$ cat config.mk
export PLATFORM = sky130hd
export DESIGN_NAME = uart_tx_scheduler
export DESIGN_NICKNAME = d
export VERILOG_FILES = /design/src/rtl/uart_tx_scheduler.sv
export SDC_FILE = /design/constraint.sdc
export NUM_CORES = 1
export LEC_CHECK = 0
export ABC_CLOCK_PERIOD_IN_PS = 5300
export BUFFER_PORTS_ARGS = -buffer_cell sky130_fd_sc_hd__buf_4
export CORE_MARGIN = 1.5
export CORE_UTILIZATION = 30
export DETAILED_ROUTE_END_ITERATION = 7
export PLACE_DENSITY_LB_ADDON = 0.2
export REMOVE_ABC_BUFFERS = 1
export SKIP_LAST_GASP = 1
export SYNTH_ARGS = -nofsm -noshare
export SYNTH_HDL_FRONTEND = slang
export SYNTH_SLANG_ARGS = --single-unit
$ cat constraint.sdc
create_clock -name clk -period 5.3 [get_ports clk]
set_input_delay 0.265 -clock clk [delete_from_list [all_inputs] [get_ports clk]]
set_output_delay 0.265 -clock clk [all_outputs]
set_load 0.01 [all_outputs]
$ cat src/rtl/uart_tx_scheduler.sv
// Arbitrates two N-bit result producers onto a single UART byte transmitter,
// sending each accepted word MSB byte first with one tx_valid pulse per byte.
module uart_tx_scheduler #(
    parameter int N     = 256,
    parameter int CNT_W = 6
) (
    input  logic         clk,
    input  logic         rst_n,
    input  logic         req0_valid,
    input  logic [N-1:0] req0_data,
    output logic         req0_ready,
    input  logic         req1_valid,
    input  logic [N-1:0] req1_data,
    output logic         req1_ready,
    output logic [7:0]   tx_byte,
    output logic         tx_valid,
    input  logic         is_transmitting,
    output logic         busy,
    output logic         done,
    output logic         done_id
);
    localparam int NB = N / 8;

    typedef enum logic [1:0] {IDLE, SEND, WAIT_HI, WAIT_LO} state_t;

    state_t           state, state_nxt;
    logic [N-1:0]     shreg, shreg_nxt;
    logic [CNT_W-1:0] cnt, cnt_nxt;
    logic             last_grant, last_grant_nxt;
    logic [7:0]       tx_byte_nxt;
    logic             tx_valid_nxt, busy_nxt, done_nxt, done_id_nxt;
    logic             grant;

    // On a tie the requester that did not win last time is served.
    always_comb begin
        if (req0_valid && req1_valid) grant = ~last_grant;
        else                          grant = req1_valid;
    end

    assign req0_ready = (state == IDLE) && !grant && req0_valid;
    assign req1_ready = (state == IDLE) &&  grant && req1_valid;

    always_ff @(posedge clk or negedge rst_n) begin
        if (!rst_n) begin
            state      <= IDLE;
            shreg      <= '0;
            cnt        <= '0;
            last_grant <= 1'b1;
            tx_byte    <= 8'h00;
            tx_valid   <= 1'b0;
            busy       <= 1'b0;
            done       <= 1'b0;
            done_id    <= 1'b0;
        end else begin
            state      <= state_nxt;
            shreg      <= shreg_nxt;
            cnt        <= cnt_nxt;
            last_grant <= last_grant_nxt;
            tx_byte    <= tx_byte_nxt;
            tx_valid   <= tx_valid_nxt;
            busy       <= busy_nxt;
            done       <= done_nxt;
            done_id    <= done_id_nxt;
        end
    end

    always_comb begin
        state_nxt      = state;
        shreg_nxt      = shreg;
        cnt_nxt        = cnt;
        last_grant_nxt = last_grant;
        tx_byte_nxt    = tx_byte;
        tx_valid_nxt   = 1'b0;
        busy_nxt       = busy;
        done_nxt       = 1'b0;
        done_id_nxt    = done_id;
        case (state)
            IDLE: begin
                if (req0_ready || req1_ready) begin
                    shreg_nxt      = grant ? req1_data : req0_data;
                    cnt_nxt        = CNT_W'(NB);
                    last_grant_nxt = grant;
                    busy_nxt       = 1'b1;
                    state_nxt      = SEND;
                end
            end
            SEND: begin
                // Never start a byte while the UART is still busy.
                if (!is_transmitting) begin
                    tx_byte_nxt  = shreg[N-1 -: 8];
                    tx_valid_nxt = 1'b1;
                    shreg_nxt    = shreg << 8;
                    state_nxt    = WAIT_HI;
                end
            end
            WAIT_HI: begin
                if (is_transmitting) state_nxt = WAIT_LO;
            end
            WAIT_LO: begin
                if (!is_transmitting) begin
                    cnt_nxt = cnt - 1'b1;
                    if (cnt == CNT_W'(1)) begin
                        done_nxt    = 1'b1;
                        done_id_nxt = last_grant;
                        busy_nxt    = 1'b0;
                        state_nxt   = IDLE;
                    end else begin
                        state_nxt = SEND;
                    end
                end
            end
            default: state_nxt = IDLE;
        endcase
    end
endmodule

==> results of run 1 <==
## worst max-delay path, stage by stage (launching register included)
cell      delay [ps]
dfrtp_1          430
inv_1            150
ha_1             370
nor3b_2          460
or3_4            710
buf_4            670
o211ai_1         180
## flip-flops by register name, summed over array words and instances (netlist names)
register	cells
done	1
cnt	6
busy	1
shreg	256
last_grant	1
tx_byte	8
done_id	1
state	2
tx_valid	1
## worst max path at each step
stage,endpoint,slack [ps]
finish,shreg[207]$_DFFE_PN0P_,2150
global route,shreg[32]$_DFFE_PN0P_,1880
CTS,shreg[32]$_DFFE_PN0P_,2130
detailed placement,shreg[32]$_DFFE_PN0P_,2150
global placement,shreg[8]$_DFFE_PN0P_,2190
floorplan,shreg[100]$_DFFE_PN0P_,-13980
## what timing repair did
| item | 4_1_cts | 5_1_grt |
|---|---|---|
| endpoints found under the setup margin | 0 | 0 |
| hold buffers | 18 | 0 |
| setup buffers | 0 | 0 |
| hold endpoints to repair | 82 | 0 |
## stage by stage
stage	utilization [%]	setup WS (ps)	total power [mW]	TNS, ps
2_1_floorplan	-	-13980	9.170	-3601270
3_3_place_gp	37.17	2188	10.43	0
3_5_place_dp	37.17	2145	10.59	0
4_1_cts	39.49	2128	13.02	0
5_1_grt	39.49	1883	13.78	0
6_report	39.49	2147	12.81	0
## kinds of logic (layout without fill, tap and decap cells)
| logic type | after synthesis | count (layout) |
|---|---|---|
| buf+inv | 150 | 637 |
| simple gates | 540 | 540 |
| xor+xnor | 3 | 3 |
| fa+ha+maj | 7 | 7 |
| mux | 266 | 266 |
| flops | 277 | 277 |
| compound gates | 270 | 270 |
## power groups by stage
stage | clock network, mW | registers [mW] | logic, mW
global placement | 0 | 3.96 | 6.47
finish | 2.33 | 3.94 | 6.54
CTS | 2.42 | 3.95 | 6.65
floorplan | 0 | 3.83 | 5.34
detailed placement | 0 | 3.98 | 6.61
global route | 2.50 | 4.08 | 7.20
## layer usage
metal,part of all wire (%),track usage [%]
met3,4.7,3.057
met4,1.6,3.419
met1,45,21.13
met2,48,26.18
met5,0,0
## cell type report
class | instances | area (um^2)
fill | 5545 | 34190
multi-input combinational | 1086 | 8862
sequential | 277 | 6933
timing repair buffer | 568 | 4417
clock buffer | 56 | 1087
tap | 756 | 945.9
clock inverter | 7 | 40.04
inverter | 6 | 22.52
## synth_stat cells, drive strengths merged, types with 2 or more instances
cell type  number  area (um^2)
a22o            2        17.52
clkbuf         55        206.5
a31oi           2        12.51
nand2         264         1466
inv             6        22.52
dfrtp         276         6907
nor3b           4        46.29
nand3         248         1241
buf            89         1161
nor2           10        37.54
nor3            3        15.01
ha              7        87.58
o21ai          12        60.05
nand4           3        18.77
o211ai        249         3034
mux2           10        112.6
xor2            3        26.28
mux2i         256         2562
==> results.toml, run 1 <==
[die]
dieArea_um2 = 58630
die_x_um = 242.1
start_util_pct = 30.37
ios = 531
core-area_um2 = 56500
die_height_um = 242.1
std_cell_rows = 87

[placement]
portBuffers = 530
place_hpwl_mm = 32.82
dp_cells = 2675
place_area_um2 = 21000
gp_congestion = 0.8622

[yosys]
ys_types = 42
synth-adder-area-share_pct = 0.5105
synth-edff-count = 0
synth_cells = 1513
synth_xor_xnor_area_share_pct = 0.1532
ys_ff_latch = 277
synth-async-reset-ratio_pct = 100.0
ys_dominant_reg_cell = "dfrtp_1"
synth-compound-area-share_pct = 18.44
syn_area_um2 = 17160
synth_top_family_by_area = "compound AO/OA/AOI/OAI gates"
yosys_warnings = 0
synthMuxAreaShare_pct = 15.59
synthSimpleGateAreaFrac_pct = 16.80
seq_area_frac_synth_pct = 40.41
synth_area_per_cell_um2 = 11.34

[cts]
cts_resized = 0
h-tree-depth = 2
clockBufferDepth = 3
clock_sinks = 277
cts_buffers = 35
cts_tree = "built"
clockRootBuffer = "clkbuf_16"
insertion_delay_ps = 540
clkTransAtPathRegs_ps = 60

[worst_setup_path]
cp_data_arrival_time_ps = 3530
r2r_start = "state[0]$_DFFE_PN0P_"
timing.rr.end = "shreg[207]$_DFFE_PN0P_"
endpoint_kind = "register"
worstPathRequired_ps = 5680
rrSetupSlack_ps = 2150
crit_start = "state[0]$_DFFE_PN0P_"
worstSetupStartpointType = "register"
path_max_fanout = 43
ff2ff_path_depth = 6
path_class = "register to register"

[global_route]
grt_pass1_vias = 13670
grt_max_degree = 146
antenna_found_initial = 0
grt_usage_pct = 15.74
grt_overflow = 0
grt_pass1_wl_mm = 75.18

[power_and_ir_drop]
p_int_mw = 7.266
p_sw_mw = 5.543
p_comb_share_pct = 51.0
p_clk_share_pct = 18.2
power.density_nw_per_um2 = 574.2
ir_drop_uv = 610.7
netSwitchingFraction_pct = 43.27
seqPwrFrac_pct = 30.8
p_leak_nw = 10.34

[timing]
drv_slew = 0
relSlewSlack_pct = 34.10
min_period_ps = 3153
fmax_mhz = 317.2
finClkSkew_ps = 17.47
rsz0062_at_grt = "no"
worst_pin_slew_ps = 988.5
holdWs_ps = 28.95
timing.final.crit_share_pct = 59.49
hold_viol = 0
setup_violations = 0

[layout]
syn2layout_area_growth_pct = 30.02
final_cell_area_um2 = 22310
final_common_cell = "buf_4"
layout_common_cells = "541 x buf_4, 276 x dfrtp_1, 256 x mux2i_1"
layout.nets = 2498
drive_gt1_share_pct = 52.05
fin_cells = 2756
n_antenna_cell = 0

[detailed_routing]
drc = 0
drt_pre_antenna_iters = 4
vias = 13340
wl_per_cell_um = 17.17
drtIter0Drc = 680
wl_mm = 47.32
antenna_left = 0
viasPerCell = 4.841

[hold_path]
hold_path_class = "input pin to register"
min_to = "shreg[5]$_DFFE_PN0P_"
min-delay-start = "req1_data[5]"
hold_path_depth = 3

[status]
status = "finished, final reports clean"

[run]
maxCapViolCount = 0
Power figures use the tool's default switching activity.
==> inputs of run 2 (changes only) <==
--- a/config.mk
+++ b/config.mk
@@ -5,7 +5,8 @@
 export SDC_FILE = /design/constraint.sdc
 export NUM_CORES = 1
 export LEC_CHECK = 0
-export ABC_CLOCK_PERIOD_IN_PS = 5300
+export ABC_AREA = 1
+export ABC_CLOCK_PERIOD_IN_PS = 3100
 export BUFFER_PORTS_ARGS = -buffer_cell sky130_fd_sc_hd__buf_4
 export CORE_MARGIN = 1.5
 export CORE_UTILIZATION = 30
==> constraint.sdc (replaced) <==
create_clock -name clk -period 3.1 [get_ports clk]
set_input_delay 0.155 -clock clk [delete_from_list [all_inputs] [get_ports clk]]
set_output_delay 0.155 -clock clk [all_outputs]
set_load 0.01 [all_outputs]
==> results.toml, run 2 <==
[hold_path]
hold_path_class = "input pin to register"
min-delay-start = "req0_data[146]"
hold_path_depth = 7
min_to = "shreg[146]$_DFFE_PN0P_"

[timing]
holdWs_ps = 22.83
relSlewSlack_pct = 54.20
setup_violations = 0
min_period_ps = 2654
finClkSkew_ps = 12.27
drv_slew = 0
rsz0062_at_grt = "no"
worst_pin_slew_ps = 687.1
hold_viol = 0
fmax_mhz = 376.8
timing.final.crit_share_pct = 85.60

[detailed_routing]
antenna_left = 0
vias = 18840
viasPerCell = 4.509
wl_per_cell_um = 13.83
drtIter0Drc = 1332
wl_mm = 57.75
drt_pre_antenna_iters = 5
drc = 0

[die]
die_height_um = 249.8
die_x_um = 249.8
ios = 531
std_cell_rows = 90
dieArea_um2 = 62390
core-area_um2 = 60250
start_util_pct = 30.32

[placement]
gp_congestion = 0.8023
place_area_um2 = 22820
place_hpwl_mm = 38.29
portBuffers = 530

[worst_setup_path]
critPathBufInv = 2
critical_path.slowest_cell = "dfstp_2"
ff2ff_path_depth = 9
endpoint_kind = "register"
critPathTopFamily = "buffers and inverters"
path_max_fanout = 119
cpMostUsedCell = "nand2_1"
rrSetupSlack_ps = 450
cp_data_arrival_time_ps = 3070
path_class = "register to register"
timing.rr.end = "shreg[31]$_DFFE_PN0P_"
worstPathRequired_ps = 3520
worstSetupStartpointType = "register"
path_cells = "nand2_8, nand2_8, buf_12, nand2_1, nand3_1, dlygate4sd3_1, nand2_1, nand2_1, nand2_1"
r2r_start = "last_grant$_DFFE_PN1P_"
cp_slowest_stage_delay_ps = 580

[power_and_ir_drop]
p_leak_nw = 14.24
power.density_nw_per_um2 = 860.0
ir_drop_uv = 679.2

[yosys]
yosys_warnings = 0
syn_area_um2 = 18270
ys_types = 24
seq_area_frac_synth_pct = 37.95
synth_most_common_cell = "nand2_1"
synth_area_per_cell_um2 = 6.365
synth_area_leaders = "dfrtp_1 38%, nand2_1 32%, nand3b_1 10%"
synthTopCellsByCount = "1557 x nand2_1, 276 x dfrtp_1, 271 x inv_1"
synth_top_family_by_area = "simple AND/OR/NAND/NOR gates"
synth-adder-area-share_pct = 0.4794
ys_dominant_reg_cell = "dfrtp_1"
synth-compound-area-share_pct = 0.7465
synth_xor_xnor_area_share_pct = 0.04794
synth-edff-count = 0
synth_area_leader_cell = "dfrtp_1"
synthSimpleGateAreaFrac_pct = 49.94
synthMuxAreaShare_pct = 0
synth_cells = 2870
ys_ff_latch = 277
synth-async-reset-ratio_pct = 100.0
synth_top_area_share_pct = 37.81

[layout]
drive_gt1_share_pct = 18.44
reg_top3 = "shreg x256, tx_byte x8, cnt x6"
largest_reg_flops = 256
layout.nets = 3899
syn2layout_area_growth_pct = 36.62
layout_common_cells = "1557 x nand2_1, 539 x buf_4, 276 x dfrtp_1"
final_cell_area_um2 = 24960
final_common_cell = "nand2_1"
largest_register = "shreg"
n_antenna_cell = 0

[global_route]
grt_max_degree = 146
grt_pass1_vias = 18070
grt_usage_pct = 18.17
grt_pass1_wl_mm = 93.41
grt_overflow = 0
antenna_found_initial = 2

[cts]
h-tree-depth = 2
cts_tree = "built"
clkTransAtPathRegs_ps = 60
clockRootBuffer = "clkbuf_16"
clock_sinks = 277
cts_setup_buffers = 0
clockBufferDepth = 3
cts_buffers = 35
insertion_delay_ps = 540

[run]
maxCapViolCount = 0

[status]
status = "finished, final reports clean"
-- run 2: tightest hold or removal path: stages --
cell and delay (ps):
buf_4 70, inv_1 30, nand2_1 50, nand3_1 70, nand2_1 60, nand2_1 40, nand2_1 40
-- run 2: kinds of logic (layout without fill, tap and decap cells) --
family	count (synthesis)	count (layout)
XOR/XNOR	1	1
buffers and inverters	472	997
AO/OA/AOI/OAI	27	27
flip-flops	277	277
adder cells (fa/ha/maj)	7	7
AND/OR/NAND/NOR	2086	2086
-- run 2: report_power, final --
group	total (mW)	switching [mW]	internal (mW)
clock	3.94	1.58	2.37
combinational	11.1	7.08	4.03
sequential	6.41	0.921	5.49
-- run 2: timing repair --
item                      CTS  global route
gates resized for setup     0             0
hold endpoints to repair  155             0
hold buffers              105             0
-- run 2: per-stage QoR --
step                      total power, mW  util, %   TNS, ps  worst slack [ps]  cells
after floorplan                     12.88        -  -2197790             -8415   2673
after global placement              17.40    37.89         0             691.3   4015
after detailed placement            17.51    37.89         0             653.9   4015
after CTS                           21.88    41.43         0             442.4   4177
after global routing                23.75    41.43         0             289.0   4177
final                               21.47    41.43         0             446.4   4177
-- run 2: final cells by class --
class,count,area (um^2)
Inverter,275,1047
Clock buffer,51,1028
Timing Repair Buffer,665,5507
Fill cell,6500,35290
Multi-Input combinational cell,2121,9410
Sequential cell,277,6933
Tap cell,782,978.4
Clock inverter,6,55.05
-- run 2: how the worst max path moves through the flow --
stage               cells after the start              startpoint                endpoint  slack, ps
finish                                  9  last_grant$_DFFE_PN1P_   shreg[31]$_DFFE_PN0P_        450
global route                            9  last_grant$_DFFE_PN1P_   shreg[39]$_DFFE_PN0P_        290
CTS                                     6  last_grant$_DFFE_PN1P_              req0_ready        440
detailed placement                      9    state[1]$_DFFE_PN0P_   shreg[74]$_DFFE_PN0P_        650
global placement                        9    state[1]$_DFFE_PN0P_   shreg[74]$_DFFE_PN0P_        690
floorplan                               7    state[1]$_DFFE_PN0P_  shreg[100]$_DFFE_PN0P_      -8410
-- run 2: layer usage --
layer | track usage [%] | vias up | part of all wire (%) | wire, um
met3 | 2.910 | 65 | 4.5 | 2596
met2 | 29.98 | 372 | 47 | 27040
met5 | 0 | - | 0.028 | 16
met4 | 4.129 | 2 | 1.6 | 909
li1 | - | 9757 | - | -
met1 | 24.86 | 8640 | 47 | 27190
